`src/rtl/rv_rf_pkg.sv`:
```
// Shared register-file constants and the write-port arbiter state encoding.
package rv_rf_pkg;

  localparam int DATA_W = 32;
  localparam int ADDR_W = 5;

  localparam logic [ADDR_W-1:0] REG_ZERO = 5'd0;
  localparam logic [ADDR_W-1:0] REG_LAST = 5'd31;

  typedef enum logic {
    RUN   = 1'b0,
    CLEAR = 1'b1
  } rf_state_e;

endpackage

```
`src/rtl/rf_clear_seq.sv`:
```
// Clear sequencer: walks x1..x31 once per start pulse, ignoring restarts while busy.
module rf_clear_seq (
  input  logic                       clk,
  input  logic                       rst,
  input  logic                       start,
  output logic                       busy,
  output logic [rv_rf_pkg::ADDR_W-1:0] idx
);
  import rv_rf_pkg::*;

  rf_state_e state;
  logic      last;

  assign busy = (state == CLEAR);
  assign last = busy & (idx == REG_LAST);

  always_ff @(posedge clk or negedge rst) begin
    if (!rst) begin
      state <= RUN;
      idx   <= ADDR_W'(1);
    end else begin
      case (state)
        RUN: begin
          if (start) begin
            state <= CLEAR;
            idx   <= ADDR_W'(1);
          end
        end
        CLEAR: begin
          if (last) begin
            state <= RUN;
            idx   <= ADDR_W'(1);
          end else begin
            idx <= idx + ADDR_W'(1);
          end
        end
        default: begin
          state <= RUN;
          idx   <= ADDR_W'(1);
        end
      endcase
    end
  end

endmodule

```
`src/rtl/regfile_wb_arbiter.sv`:
```
// Register-file write-port arbiter: core writeback first, debug port with
// starvation forcing, and a sequenced clear of x1..x31; rf outputs registered.
module regfile_wb_arbiter #(
  parameter int DATA_W       = rv_rf_pkg::DATA_W,
  parameter int ADDR_W       = rv_rf_pkg::ADDR_W,
  parameter int STARVE_LIMIT = 4
) (
  input  logic              clk,
  input  logic              rst,
  input  logic              core_we,
  input  logic [ADDR_W-1:0] core_rd,
  input  logic [DATA_W-1:0] core_wd,
  output logic              core_stall,
  input  logic              dbg_valid,
  input  logic [ADDR_W-1:0] dbg_addr,
  input  logic [DATA_W-1:0] dbg_data,
  output logic              dbg_ready,
  input  logic              clr_start,
  output logic              clr_busy,
  output logic              rf_we,
  output logic [ADDR_W-1:0] rf_a3,
  output logic [DATA_W-1:0] rf_wd
);
  import rv_rf_pkg::*;

  logic [3:0]        starve_cnt;
  logic [ADDR_W-1:0] clr_idx;
  logic              force_dbg;
  logic              dbg_grant;
  logic              core_grant;

  rf_clear_seq u_clear_seq (
    .clk   (clk),
    .rst   (rst),
    .start (clr_start),
    .busy  (clr_busy),
    .idx   (clr_idx)
  );

  // dbg_ready is gated by rst so it reads 0 while reset is held.
  always_comb begin
    force_dbg  = ~clr_busy & dbg_valid & (starve_cnt == 4'(STARVE_LIMIT));
    core_stall = clr_busy | force_dbg;
    dbg_ready  = rst & ~clr_busy & (force_dbg | ~core_we);
    dbg_grant  = dbg_valid & dbg_ready;
    core_grant = core_we & ~core_stall;
  end

  // Output register stage: one-cycle latency from grant to register-file port.
  always_ff @(posedge clk or negedge rst) begin
    if (!rst) begin
      rf_we      <= 1'b0;
      rf_a3      <= '0;
      rf_wd      <= '0;
      starve_cnt <= '0;
    end else if (clr_busy) begin
      rf_we <= 1'b1;
      rf_a3 <= clr_idx;
      rf_wd <= '0;
    end else begin
      if (dbg_grant) begin
        rf_we <= (dbg_addr != REG_ZERO);
        rf_a3 <= dbg_addr;
        rf_wd <= dbg_data;
      end else if (core_grant) begin
        rf_we <= (core_rd != REG_ZERO);
        rf_a3 <= core_rd;
        rf_wd <= core_wd;
      end else begin
        rf_we <= 1'b0;
      end

      // Any cycle debug waits behind the core counts as a lost arbitration.
      if (dbg_grant || !dbg_valid) begin
        starve_cnt <= '0;
      end else if (core_we && starve_cnt != 4'hF) begin
        starve_cnt <= starve_cnt + 4'd1;
      end
    end
  end

endmodule

```
`config.mk`:
```
export PLATFORM = sky130hd
export DESIGN_NAME = regfile_wb_arbiter
export DESIGN_NICKNAME = d
export VERILOG_FILES = /design/src/rtl/rv_rf_pkg.sv /design/src/rtl/rf_clear_seq.sv /design/src/rtl/regfile_wb_arbiter.sv
export SDC_FILE = /design/constraint.sdc
export NUM_CORES = 1
export LEC_CHECK = 0
export CORE_ASPECT_RATIO = 1.75
export CORE_MARGIN = 1.5
export CORE_UTILIZATION = 43
export DETAILED_ROUTE_END_ITERATION = 8
export PLACE_DENSITY = 0.85
export SLEW_MARGIN = 20
export SYNTH_ARGS = -nofsm -noshare
export SYNTH_HDL_FRONTEND = slang
export SYNTH_SLANG_ARGS = --single-unit
export TNS_END_PERCENT = 20
```
`constraint.sdc`:
```
create_clock -name clk -period 5.96 [get_ports clk]
set_clock_uncertainty 0.2 [all_clocks]
set_input_delay 1.49 -clock clk [delete_from_list [all_inputs] [get_ports clk]]
set_output_delay 1.49 -clock clk [all_outputs]
set_load 0.02 [all_outputs]
```
### After elaboration in Yosys (flattened, before gate mapping)

Cells that the tools add are included.

* bits in registers: 48
* word-level logic and storage cells: 49

* add/subtract/negate cells: 2
* equal/unequal tests: 4
* muxes and demuxes: 17
* bitwise operators: 12
* reduce and logical (&&, ||, !) cells: 8

Operator list (count)
* $mux 32: 3
* $mux 5: 5
* $pmux 5 s2: 1
* $reduce_bool 5->1: 2
* $mux 4: 2
* $and 1x1->1: 7
* $add 5x1->5 const B: 1
* $eq 5x5->1 const B: 1
* $mux 1: 5
* $add 4x1->4 const B: 1
* $eq 4x3->1 const B: 1
* $ne 4x4->1 const B: 1
* $not 1->1: 3
* $reduce_bool 3->1: 1
* $ne 2x2->1 const B: 1
* $or 1x1->1: 2
* $pmux 1 s2: 1
* $reduce_and 2->1: 1
* $reduce_bool 2->1: 1
* $logic_and 1x1->1: 1
* $logic_not 1->1: 1
* $logic_or 1x1->1: 1

### Logic depth before layout (Yosys ltp)

* depth after elaboration: 9
* gate-level depth with buffers: 8

### Hierarchy

A second synthesis with hierarchy kept.

* cell total of the unflattened synthesis: 254
* area, all modules: 2402.3 µm²

By module, submodules not included
* regfile_wb_arbiter: times used 1, cells an instance 229, area an instance 2110.8 µm², seq. area each 1051.0 µm²
* rf_clear_seq: times used 1, cells an instance 25, area an instance 291.5 µm², seq. area each 151.4 µm²

### Worst setup path before layout

No wires, ideal clock.

* path type: input to output
* from: input dbg_valid
* to: output dbg_ready
* arrival time: 2.337 ns
* data required time: 4.270 ns
* slack: 1.933 ns
* cell stages on the path: 4
* path buffers: 1
* path through: buf_4 nand4b_4 and2_1 nor2_1

* word-level cells in the longest chain between the ends: 4

Ends and longest elaborated chain
* start: declaration: RTL line regfile_wb_arbiter.sv:14 `input logic dbg_valid,`
* $and 1x1->1 (2 in series): RTL line regfile_wb_arbiter.sv:42 `force_dbg = ~clr_busy & dbg_valid & (starve_cnt == 4'(STARVE_LIMIT));`
* $or 1x1->1: RTL line regfile_wb_arbiter.sv:44 `dbg_ready = rst & ~clr_busy & (force_dbg | ~core_we);`
* $and 1x1->1: RTL line regfile_wb_arbiter.sv:44
* end: declaration: RTL line regfile_wb_arbiter.sv:17 `output logic dbg_ready,`

Every way passes these cells.

### Worst setup path after layout

Ends and elaborated chain as after synthesis.

==> results.ini <==
[layout]
syn2layout_area_growth_pct=52.6
nets=426
final_area_um2=3680
antennaDiodeCount=0
drive_gt1_share_pct=5.81

[sta]
max_freq_mhz=198
tightest_slew_ns=0.952
slew_headroom_pct=36.5
final-max-slew-violation-count=0
setup_viol=0
tns_ns=0
rsz0062_at_grt=false
period_share_pct=84.8
hold_viol=0
fin_crit_ns=5.06

[critical_path]
critical-path-top-delay-family=buffers and inverters
r2r-start=starve_cnt[0]
critPathMaxStageDelay_ns=0.62
cp-end-kind=output pin
startpoint_type=input pin
cp_max_fo=16
cp.required_ns=4.27
crit_path_frequent_cell=clkdlybuf4s50_1
r2r_end=rf_wd[14]
crit_arrival_ns=3.37
worstPathCellList=clkdlybuf4s50_1 -> buf_4 -> nand4b_4 -> and2_1 -> nor2_1 -> clkdlybuf4s50_1
crit_slowest_cell=clkdlybuf4s50_1
ff2ff_path_depth=7
path_class=input pin to output pin
rrSetupSlack_ns=3.39
path_buf_inv=3

[floorplanning]
design.core.area_um2=5340
die_y_um=102
initial_core_util_pct=45.2
num_rows=35
ios=120
die_w_um=59.6
die_area_um2=6090

[route]
num_vias=2312
routed_via_density=5.53
dr.pass1.iters=5
routed_wl_um=6910
post-route-drc-count=0
wl_per_cell_um=16.5
drt_iter0_drc=198
ant_nets=0

[logic_synthesis]
synth_edf_count=0
synthesis.area_um2=2410
synthArstFlopShare_pct=100
synth-main-ff-cell=dfrtp_1
synth_nets=314
seq_area_frac_synth_pct=49.8
synth-seq-cells=48
synth_area_per_cell_um2=10.4
yosysWarnings=0
yosysUniqueCellTypes=40
syn-instance-count=231

[global_routing]
grt_pass1_wl_um=10500
antenna_found_initial=0
grt_usage_pct=23.0
grt_pass1_vias=2206
grt_remaining_overflow=0
grt_start_max_net_pins=63

[pwr]
powerDensity_nw_per_um2=321
p_clk_share_pct=15.9
swShare_pct=37.3
p_switching_uw=440
p_total_uw=1180
ir_drop_mv=0.232
p_seq_share_pct=40.9
combPwrFrac_pct=43.2
p_leak_uw=0.00175
p_int_uw=741

[worst_hold_path]
min_path_cells=2
holdPathEnd=rf_a3[2]
hold_path_startpoint=rf_a3[2]
hp-class=register to register

[clock_network]
numCtsBuffers=5
ctsResizeCount=0
h-tree-depth=2
clock_latency_ns=0.29
cts.sinks=48
root_buffer=clkbuf_8
cts_tree=built
cts_setup_buffers=0
cts_buffer_depth=2
clk_pin_slew_ns=0.08
hold_buffers=0

[place]
placed_area_um2=3590
dp_hpwl_um=5140
gp_routability_congestion=0.846
io_buffers=119

[run]
max-cap-violations=0

[outcome]
status=finished, final reports clean

-- layout make-up --
cell class,instances,area [um2]
Clock inverter,3,18.8
Clock buffer,5,68.8
Fill cell,441,1660
Multi-Input combinational cell,128,943
Tap cell,74,92.6
Sequential cell,48,1200
Timing Repair Buffer,123,1220
Inverter,37,139
-- through the flow --
step                      instances  setup slack, ns  hold WS [ns]  util (%)
after floorplan                 231             1.93         0.259         -
after global placement          410            0.931         0.273      67.3
after detailed placement        410            0.910         0.275      67.3
after CTS                       418            0.899         0.294      68.9
after global routing            418            0.819         0.328      68.9
final                           418            0.904         0.287      68.9
-- layer usage --
layer  global-route usage, %  up-vias  wire length (um)
li1                        -     1084                 -
met1                    25.0     1119              2600
met2                    42.9       94              3740
met3                    3.80       15               389
met4                    9.06        0               180
met5                       0        -                 0
-- state kept, by name, indices dropped and copies added (netlist names) --
signal	count
starve_cnt	4
rf_we	1
rf_wd	32
u_clear_seq.idx	5
rf_a3	5
u_clear_seq.busy	1
-- Yosys cell counts, drive strengths merged (2+ instances only) --
| library cell | number | area [um2] |
|---|---|---|
| a311oi | 6 | 52.6 |
| nor2b | 2 | 12.5 |
| nand2b | 5 | 31.3 |
| a21oi | 13 | 65.1 |
| inv | 37 | 139 |
| nor3 | 2 | 10.0 |
| o32ai | 2 | 17.5 |
| a222oi | 32 | 320 |
| nor2 | 11 | 41.3 |
| and2 | 2 | 15.0 |
| nand3 | 5 | 30.0 |
| and4b | 2 | 20.0 |
| o21ai | 10 | 50.1 |
| dfrtp | 47 | 1180 |
| nand2 | 15 | 56.3 |
| and3 | 2 | 12.5 |
| clkbuf | 3 | 11.3 |
| buf | 15 | 120 |
| nand3b | 2 | 15.0 |
| ha | 4 | 50.1 |
-- power groups by stage --
stage          sequential (uW)  clock [uW]  combinational [uW]
3_5_place_dp               489           0                 515
6_report                   483         188                 511
2_1_floorplan              527           0                 255
5_1_grt                    495         211                 552
4_1_cts                    483         195                 516
3_3_place_gp               483           0                 505
-- kinds of logic (layout without fill, tap and decap cells) --
family	count (synthesis)	count (layout)	share of synthesized area (%)
AOI/OAI and AO/OA	70	70	24.1
buffers and inverters	55	168	11.2
and+or+nand+nor	51	51	11.7
muxes	1	1	0.415
adders and majority gates	4	4	2.07
DFF	48	48	49.8
xor gates and xnor gates	2	2	0.726
-- worst register-to-register path, stage by stage (launching register included) --
cell and delay, ns:
dfrtp_1 0.41, inv_1 0.10, ha_1 0.21, nand4b_4 0.16, a221oi_4 0.82, buf_4 0.38, a222oi_1 0.13, inv_1 0.09
-- how the worst max path moves through the flow --
stage               from  slack, ns  cells after the start         to
5_1_grt        dbg_valid       0.82                      6  dbg_ready
2_1_floorplan  dbg_valid       1.93                      4  dbg_ready
6_report       dbg_valid       0.90                      6  dbg_ready
3_5_place_dp   dbg_valid       0.91                      6  dbg_ready
3_3_place_gp   dbg_valid       0.93                      6  dbg_ready
4_1_cts        dbg_valid       0.90                      6  dbg_ready
-- cell usage in the layout (no fill, tap or decap), types with 2 or more instances in the layout --
master           netlist  layout
nor2_1                11      11
nand3_1                4       4
a21oi_1               13      12
clkinv_2               0       2
nor3_1                 2       2
dfrtp_1               47      47
buf_4                  1       4
and3_1                 2       2
inv_1                 37      37
nand2b_1               5       5
nand3b_1               2       2
o32ai_1                2       2
nand2_1               15      15
o21ai_1                4       4
and4b_1                2       2
clkdlybuf4s50_1        0     118
nor2b_1                2       2
o21ai_0                6       6
clkbuf_8               0       5
ha_1                   4       4
a311oi_1               6       6
a222oi_1              32      32
Note: power is estimated with default switching activity, not from simulation.
